`config.mk`:
```
export PLATFORM = sky130hd
export DESIGN_NAME = hazard_ctrl_flat
export DESIGN_NICKNAME = d
export VERILOG_FILES = /design/src/rtl/hazard_ctrl_if.sv /design/src/rtl/hazard_ctrl.sv /design/src/flat_wrapper.sv
export SDC_FILE = /design/constraint.sdc
export NUM_CORES = 1
export LEC_CHECK = 0
export ABC_CLOCK_PERIOD_IN_PS = 2800
export CAP_MARGIN = 20
export CORE_ASPECT_RATIO = 0.9
export CORE_MARGIN = 3
export CORE_UTILIZATION = 30
export CTS_CLUSTER_DIAMETER = 120
export DETAILED_ROUTE_END_ITERATION = 10
export MAX_ROUTING_LAYER = met4
export PLACE_DENSITY = 0.55
export SLEW_MARGIN = 0
export SYNTH_ARGS = -nofsm -noshare
export SYNTH_HDL_FRONTEND = slang
export SYNTH_SLANG_ARGS = --single-unit
```
`constraint.sdc`:
```
create_clock -name i_clk -period 2.8 [get_ports i_clk]
set_input_delay 0.28 -clock i_clk [delete_from_list [all_inputs] [get_ports i_clk]]
set_output_delay 0.28 -clock i_clk [all_outputs]
set_load 0.01 [all_outputs]
```
`src/rtl/hazard_ctrl_if.sv`:
```
// hazard_ctrl_if
//   Bundles the decode/execute observation signals and the pipeline control
//   outputs of the hazard controller.
//   master : pipeline side; drives the ID/EX observations, receives controls.
//   slave  : hazard controller side.
//   Signals:
//     i_id_valid, i_id_opcode, i_id_rs1_addr, i_id_rs2_addr : instruction in ID
//     i_ex_opcode, i_ex_rd_addr, i_ex_write_enable          : instruction in EX
//     i_branch_taken                                        : EX redirect
//     o_stall, o_flush                                      : pipeline controls
//     or_state, or_stall_cnt                                : registered status
interface hazard_ctrl_if #(
  parameter int CNT_W = 32
) ();
  logic             i_id_valid;
  logic [6:0]       i_id_opcode;
  logic [4:0]       i_id_rs1_addr;
  logic [4:0]       i_id_rs2_addr;
  logic [6:0]       i_ex_opcode;
  logic [4:0]       i_ex_rd_addr;
  logic             i_ex_write_enable;
  logic             i_branch_taken;
  logic             o_stall;
  logic             o_flush;
  logic [1:0]       or_state;
  logic [CNT_W-1:0] or_stall_cnt;

  modport master (
    output i_id_valid, i_id_opcode, i_id_rs1_addr, i_id_rs2_addr,
    output i_ex_opcode, i_ex_rd_addr, i_ex_write_enable, i_branch_taken,
    input  o_stall, o_flush, or_state, or_stall_cnt
  );

  modport slave (
    input  i_id_valid, i_id_opcode, i_id_rs1_addr, i_id_rs2_addr,
    input  i_ex_opcode, i_ex_rd_addr, i_ex_write_enable, i_branch_taken,
    output o_stall, o_flush, or_state, or_stall_cnt
  );
endinterface

```
`src/rtl/hazard_ctrl.sv`:
```
// hazard_ctrl
//   Pipeline sequencing controller for the RV32I_Zicsr core. Watches the
//   instructions in ID and EX and produces stall/flush controls for the IF/ID
//   and ID/EX registers:
//     - load-use hazard  : one bubble, then the consumer forwards from MEM
//     - taken redirect   : flush for 1+FLUSH_CYCLES cycles
//     - SYSTEM in ID     : hold ID for DRAIN_CYCLES cycles so older work drains
//   Also keeps a saturating count of cycles with stall or flush active.
//   Ports:
//     i_clk : CPU clock
//     i_rst : asynchronous, active-high reset
//     bus   : hazard_ctrl_if slave (observations in, controls/status out)
module hazard_ctrl #(
  parameter int DRAIN_CYCLES = 3,   // 1..15
  parameter int FLUSH_CYCLES = 1,   // 0..3
  parameter int CNT_W        = 32
) (
  input  logic        i_clk,
  input  logic        i_rst,
  hazard_ctrl_if.slave bus
);

  localparam logic [6:0] OP_LOAD   = 7'b0000011;
  localparam logic [6:0] OP_STORE  = 7'b0100011;
  localparam logic [6:0] OP_REG    = 7'b0110011;
  localparam logic [6:0] OP_BRANCH = 7'b1100011;
  localparam logic [6:0] OP_LUI    = 7'b0110111;
  localparam logic [6:0] OP_AUIPC  = 7'b0010111;
  localparam logic [6:0] OP_JAL    = 7'b1101111;
  localparam logic [6:0] OP_SYSTEM = 7'b1110011;

  typedef enum logic [1:0] {
    ST_RUN   = 2'd0,
    ST_LDUSE = 2'd1,
    ST_REDIR = 2'd2,
    ST_DRAIN = 2'd3
  } state_t;

  // Counter preloads; a zero-length flush redirects straight back to RUN.
  localparam logic [3:0] DRAIN_LOAD  = 4'(DRAIN_CYCLES - 1);
  localparam logic [3:0] FLUSH_LOAD  = (FLUSH_CYCLES > 0) ? 4'(FLUSH_CYCLES - 1) : 4'd0;
  localparam state_t     REDIR_NEXT  = (FLUSH_CYCLES > 0) ? ST_REDIR : ST_RUN;

  // rs1 is a real source for everything except U-type and JAL.
  function automatic logic rs1_used(input logic [6:0] op);
    rs1_used = (op != OP_LUI) && (op != OP_AUIPC) && (op != OP_JAL);
  endfunction

  // rs2 is a real source only for R, S and B formats.
  function automatic logic rs2_used(input logic [6:0] op);
    rs2_used = (op == OP_REG) || (op == OP_STORE) || (op == OP_BRANCH);
  endfunction

  state_t           state_r;
  state_t           state_nxt_s;
  logic [3:0]       cnt_r;
  logic [3:0]       cnt_nxt_s;
  logic             sticky_r;
  logic             sticky_nxt_s;
  logic [CNT_W-1:0] stall_cnt_r;
  logic             stall_s;
  logic             flush_s;
  logic             ld_hit_s;
  logic             sys_s;
  logic             rs1_hit_s;
  logic             rs2_hit_s;

  // Hazard detection against the load currently in EX.
  always_comb begin
    rs1_hit_s = rs1_used(bus.i_id_opcode) && (bus.i_id_rs1_addr == bus.i_ex_rd_addr);
    rs2_hit_s = rs2_used(bus.i_id_opcode) && (bus.i_id_rs2_addr == bus.i_ex_rd_addr);
    ld_hit_s  = (bus.i_ex_opcode == OP_LOAD) && bus.i_ex_write_enable &&
                (bus.i_ex_rd_addr != 5'd0) && bus.i_id_valid &&
                (rs1_hit_s || rs2_hit_s);
    // The sticky bit masks the SYSTEM instruction on the cycle it finally issues.
    sys_s     = bus.i_id_valid && (bus.i_id_opcode == OP_SYSTEM) && !sticky_r;
  end

  // Next-state and control generation; priority is redirect > load-use > SYSTEM.
  always_comb begin
    state_nxt_s  = state_r;
    cnt_nxt_s    = cnt_r;
    sticky_nxt_s = sticky_r;
    stall_s      = 1'b0;
    flush_s      = 1'b0;
    case (state_r)
      ST_RUN: begin
        sticky_nxt_s = 1'b0;
        if (bus.i_branch_taken) begin
          flush_s     = 1'b1;
          state_nxt_s = REDIR_NEXT;
          cnt_nxt_s   = FLUSH_LOAD;
        end else if (ld_hit_s) begin
          stall_s     = 1'b1;
          state_nxt_s = ST_LDUSE;
        end else if (sys_s) begin
          stall_s = 1'b1;
          // This cycle already counts as one drain cycle.
          if (DRAIN_CYCLES > 1) begin
            state_nxt_s = ST_DRAIN;
            cnt_nxt_s   = DRAIN_LOAD;
          end else begin
            sticky_nxt_s = 1'b1;
          end
        end else begin
          state_nxt_s = ST_RUN;
        end
      end
      ST_LDUSE: begin
        // Bubble already inserted; the consumer now forwards from MEM.
        sticky_nxt_s = 1'b0;
        if (bus.i_branch_taken) begin
          flush_s     = 1'b1;
          state_nxt_s = REDIR_NEXT;
          cnt_nxt_s   = FLUSH_LOAD;
        end else begin
          state_nxt_s = ST_RUN;
        end
      end
      ST_REDIR: begin
        // Bubbles carry no valid branch, so a redirect here is ignored.
        flush_s      = 1'b1;
        sticky_nxt_s = 1'b0;
        if (cnt_r == 4'd0) begin
          state_nxt_s = ST_RUN;
        end else begin
          cnt_nxt_s = cnt_r - 4'd1;
        end
      end
      ST_DRAIN: begin
        if (bus.i_branch_taken) begin
          // The held SYSTEM instruction is squashed; it must drain again if refetched.
          flush_s      = 1'b1;
          sticky_nxt_s = 1'b0;
          state_nxt_s  = REDIR_NEXT;
          cnt_nxt_s    = FLUSH_LOAD;
        end else begin
          // cnt counts stall cycles left including this one.
          stall_s = 1'b1;
          if (cnt_r <= 4'd1) begin
            state_nxt_s  = ST_RUN;
            cnt_nxt_s    = 4'd0;
            sticky_nxt_s = 1'b1;
          end else begin
            cnt_nxt_s = cnt_r - 4'd1;
          end
        end
      end
      default: begin
        state_nxt_s  = ST_RUN;
        cnt_nxt_s    = 4'd0;
        sticky_nxt_s = 1'b0;
      end
    endcase
  end

  // FSM state, drain/flush counter and SYSTEM-issue sticky bit.
  always_ff @(posedge i_clk or posedge i_rst) begin
    if (i_rst) begin
      state_r  <= ST_RUN;
      cnt_r    <= 4'd0;
      sticky_r <= 1'b0;
    end else begin
      state_r  <= state_nxt_s;
      cnt_r    <= cnt_nxt_s;
      sticky_r <= sticky_nxt_s;
    end
  end

  // Saturating count of cycles with stall or flush asserted.
  always_ff @(posedge i_clk or posedge i_rst) begin
    if (i_rst) begin
      stall_cnt_r <= {CNT_W{1'b0}};
    end else if ((stall_s || flush_s) && !(&stall_cnt_r)) begin
      stall_cnt_r <= stall_cnt_r + {{(CNT_W-1){1'b0}}, 1'b1};
    end else begin
      stall_cnt_r <= stall_cnt_r;
    end
  end

  // Controls are forced low while reset is held so the pipeline sees NOPs at once.
  assign bus.o_stall      = stall_s & ~i_rst;
  assign bus.o_flush      = flush_s & ~i_rst;
  assign bus.or_state     = state_r;
  assign bus.or_stall_cnt = stall_cnt_r;

endmodule

```
`src/flat_wrapper.sv`:
```
// flat-port wrapper written by rule: the top's interface ports become plain ports
module hazard_ctrl_flat 
#(
  parameter int DRAIN_CYCLES = 3,           
  parameter int FLUSH_CYCLES = 1,          
  parameter int CNT_W        = 32
)
  (i_clk, i_rst, bus_i_id_valid, bus_i_id_opcode, bus_i_id_rs1_addr, bus_i_id_rs2_addr, bus_i_ex_opcode, bus_i_ex_rd_addr, bus_i_ex_write_enable, bus_i_branch_taken, bus_o_stall, bus_o_flush, bus_or_state, bus_or_stall_cnt);
  hazard_ctrl_if #(.CNT_W(CNT_W)) bus_i ();
  input  logic i_clk;
  input  logic i_rst;
  input wire logic [$bits(bus_i.i_id_valid)-1:0] bus_i_id_valid;
  input wire logic [$bits(bus_i.i_id_opcode)-1:0] bus_i_id_opcode;
  input wire logic [$bits(bus_i.i_id_rs1_addr)-1:0] bus_i_id_rs1_addr;
  input wire logic [$bits(bus_i.i_id_rs2_addr)-1:0] bus_i_id_rs2_addr;
  input wire logic [$bits(bus_i.i_ex_opcode)-1:0] bus_i_ex_opcode;
  input wire logic [$bits(bus_i.i_ex_rd_addr)-1:0] bus_i_ex_rd_addr;
  input wire logic [$bits(bus_i.i_ex_write_enable)-1:0] bus_i_ex_write_enable;
  input wire logic [$bits(bus_i.i_branch_taken)-1:0] bus_i_branch_taken;
  output wire logic [$bits(bus_i.o_stall)-1:0] bus_o_stall;
  output wire logic [$bits(bus_i.o_flush)-1:0] bus_o_flush;
  output wire logic [$bits(bus_i.or_state)-1:0] bus_or_state;
  output wire logic [$bits(bus_i.or_stall_cnt)-1:0] bus_or_stall_cnt;
  assign bus_i.i_id_valid = bus_i_id_valid;
  assign bus_i.i_id_opcode = bus_i_id_opcode;
  assign bus_i.i_id_rs1_addr = bus_i_id_rs1_addr;
  assign bus_i.i_id_rs2_addr = bus_i_id_rs2_addr;
  assign bus_i.i_ex_opcode = bus_i_ex_opcode;
  assign bus_i.i_ex_rd_addr = bus_i_ex_rd_addr;
  assign bus_i.i_ex_write_enable = bus_i_ex_write_enable;
  assign bus_i.i_branch_taken = bus_i_branch_taken;
  assign bus_o_stall = bus_i.o_stall;
  assign bus_o_flush = bus_i.o_flush;
  assign bus_or_state = bus_i.or_state;
  assign bus_or_stall_cnt = bus_i.or_stall_cnt;
  hazard_ctrl #(.DRAIN_CYCLES(DRAIN_CYCLES), .FLUSH_CYCLES(FLUSH_CYCLES), .CNT_W(CNT_W)) u_core (.i_clk(i_clk), .i_rst(i_rst), .bus(bus_i));
endmodule
```
==> impl_metrics.tcl <==
set metrics [dict create \
    synth_edf_count 0 \
    gp_congestion 0.7778 \
    cts_inserted_buffers 5 \
    tns_ps 0 \
    postCtsSetupBuffers 0 \
    synth.mux.area_fraction_pct 2.116 \
    synth_flop_cell "dfrtp_1" \
    antenna_found_initial 0 \
    crit_type "primary input to output pin" \
    synth_top_family_by_area "simple AND/OR/NAND/NOR gates" \
    grt_max_degree 40 \
    grtUsageTotal_pct 13.50 \
    rows 29 \
    area_delta_synth_final_pct 40.15 \
    drv_slew 0 \
    place_ws_ps -106.9 \
    reg2reg_depth 7 \
    cts_tree "done" \
    synth.distinct_cells 44 \
    final_common_cell "clkdlybuf4s50_1" \
    rrSetupSlack_ps 480 \
    insertion_delay_ps 280 \
    final_nets 353 \
    via_per_inst 4.664 \
    die_w_um 98.42 \
    critPathCaptureType "output pin" \
    avgSynthCellArea_um2 10.03 \
    ios 70 \
    drv_cap 0 \
    tightest_slew_ps 493.6 \
    syn-cell-area_mm2 0.002306 \
    synthXorXnorAreaFrac_pct 15.19 \
    final_antenna_net_count 0 \
    drtPass1Iterations 4 \
    dpl.hpwl_mm 4.389 \
    crit_fanout 3 \
    ys_seq_area_share_pct 42.32 \
    core_mm2 0.007257 \
    hold_class "primary input to async pin" \
    holdBufCountCts 0 \
    outcome "finished clean" \
    synth_nets 272 \
    ff_latch_area_um2 975.9 \
    worstReg2RegEnd "u_core.bus.or_stall_cnt[18]" \
    setup_ws_ps 190.7 \
    yosys.area_share.simple_pct 25.34 \
    multi_input_area_mm2 0.001264 \
    r2r_start "u_core.bus.or_stall_cnt[16]" \
    mostFrequentLayoutCells "68 x clkdlybuf4s50_1, 39 x dfrtp_1, 27 x xnor2_1" \
    dieArea_mm2 0.008776 \
    fin_crit_sh_pct 93.19 \
    cts_root_buf "clkbuf_8" \
    drt-total-wl_mm 5.584 \
    grt_pass1_wl_mm 9.315 \
    p_leak_nw 1.344 \
    fp.dieH_um 89.18 \
    synth_compound_area_share_pct 7.813 \
    cts.sinks 39 \
    final_hold_viol_count 0 \
    remaining_drc_errors 0 \
    period_minus_slack_ps 2609 \
    critical_path_arrival_ps 2330 \
    cts_resized 1 \
    diodes 0 \
    wl_per_cell_um 13.79 \
    drive_gt1_share_pct 9.615 \
    fmaxAchievable_mhz 383.2 \
    rsz0062_at_grt "no" \
    initial_core_util_pct 31.78 \
    skew_ps 6.119 \
    ir_worst_vdd_v 0.0002372 \
    grt_pass1_vias 1848 \
    ys_warn_count 0 \
    setup_viol 0 \
    ys_seq_elements 39 \
    hold-worst-slack_ps 470.3 \
    start_kind "primary input" \
    synthArstFlopShare_pct 100.0 \
    clk_pin_slew_ps 80 \
    portBuffers 69 \
    relSlewSlack_pct 67.09 \
    syn_inst 230 \
    vias 1889 \
    htreeDepth 2 \
    overflow 0 \
    clockBufferDepth 2 \
    drt_iter0_drc 54 \
    worst-endpoint-required_ps 2520 \
    fill_cells 720 \
    synthAdderAreaFrac_pct 4.341 \
    powerDensity_mw_per_mm2 570.1 \
]
-- worst max-delay path by stage --
stage                                       from  depth (start not counted)  slack [ps]                          to
after global placement       bus_i_ex_rd_addr[0]                          9         -60                 bus_o_stall
final                         bus_i_id_opcode[3]                          8         190                 bus_o_stall
after detailed placement      bus_i_id_opcode[3]                          8        -110                 bus_o_stall
after floorplan           u_core.bus.or_state[0]                          6         720  u_core.bus.or_stall_cnt[1]
after global routing          bus_i_id_opcode[3]                          8          60                 bus_o_stall
after CTS                     bus_i_id_opcode[3]                          8         180                 bus_o_stall
-- cells in the mapped netlist (all sizes together), types with 2 or more instances --
cell	instances	area share, %
a21o	2	0.65
a21oi	2	0.92
and2	2	0.54
and3	7	1.9
and4	3	1.1
buf	4	1.4
dfrtp	39	42
ha	8	4.3
inv	8	1.3
mux2	4	2.1
nand2	20	3.3
nand2b	3	0.81
nand3	14	3.0
nand4	15	4.1
nor2	22	3.6
nor3	6	1.3
nor3b	5	2.3
nor4	2	1.1
o21ai	3	0.81
o21bai	2	0.65
o2bb2ai	2	0.76
o31ai	2	0.65
or4	2	0.81
xnor2	27	10
xor2	13	4.9
-- area by class of cell --
| class | instances | area share [%] |
|---|---|---|
| clock inverter | 1 | 0.1549 |
| timing repair buffer | 79 | 23.65 |
| multi-input combinational | 178 | 39.10 |
| clock buffer | 7 | 2.362 |
| tap | 93 | 3.600 |
| inverter | 8 | 0.9292 |
| sequential | 39 | 30.20 |
-- critical path, cell delays in order --
cell             delay [ps]
clkdlybuf4s50_1         440
nor2_1                  110
nand4_1                 130
or4_4                   570
a21oi_4                 160
o21bai_1                 90
a211oi_1                230
dlygate4sd2_1           310
-- registers in the layout, summed over array words and instances, names as in the netlist --
register	cells
u_core.bus.or_state	2
u_core.sticky_r	1
u_core.bus.or_stall_cnt	32
u_core.cnt_r	4
-- layer usage --
layer | wire (µm) | global-route usage, % | vias up
met2 | 2520 | 20.44 | 25
met5 | 0 | - | -
li1 | - | - | 974
met4 | 0 | 2.233 | 0
met3 | 197 | 2.808 | 0
met1 | 2866 | 19.06 | 890
-- report_power, final --
group	total, W	internal, W	switching, W
registers	0.000730	0.000644	0.0000854
logic	0.000752	0.000389	0.000363
clock network	0.000360	0.000175	0.000185
-- metrics by stage --
| step | instances | power, W | area, µm² | utilization [%] |
|---|---|---|---|---|
| after CTS | 405 | 0.001866 | 3232 | 44.53 |
| final | 405 | 0.001842 | 3232 | 44.53 |
| after detailed placement | 397 | 0.001497 | 3152 | 43.43 |
| after global routing | 405 | 0.001990 | 3232 | 44.53 |
| after floorplan | 230 | 0.001223 | 2306 | - |
| after global placement | 397 | 0.001496 | 3152 | 43.43 |
-- cell families (layout without fill, tap and decap cells) --
family,count (synthesis),after routing
flops,39,39
fa+ha+maj,8,8
simple gates,105,105
xor+xnor,40,40
buf+inv,13,95
compound gates,21,21
mux,4,4
Note: power is estimated with default switching activity, not from simulation.
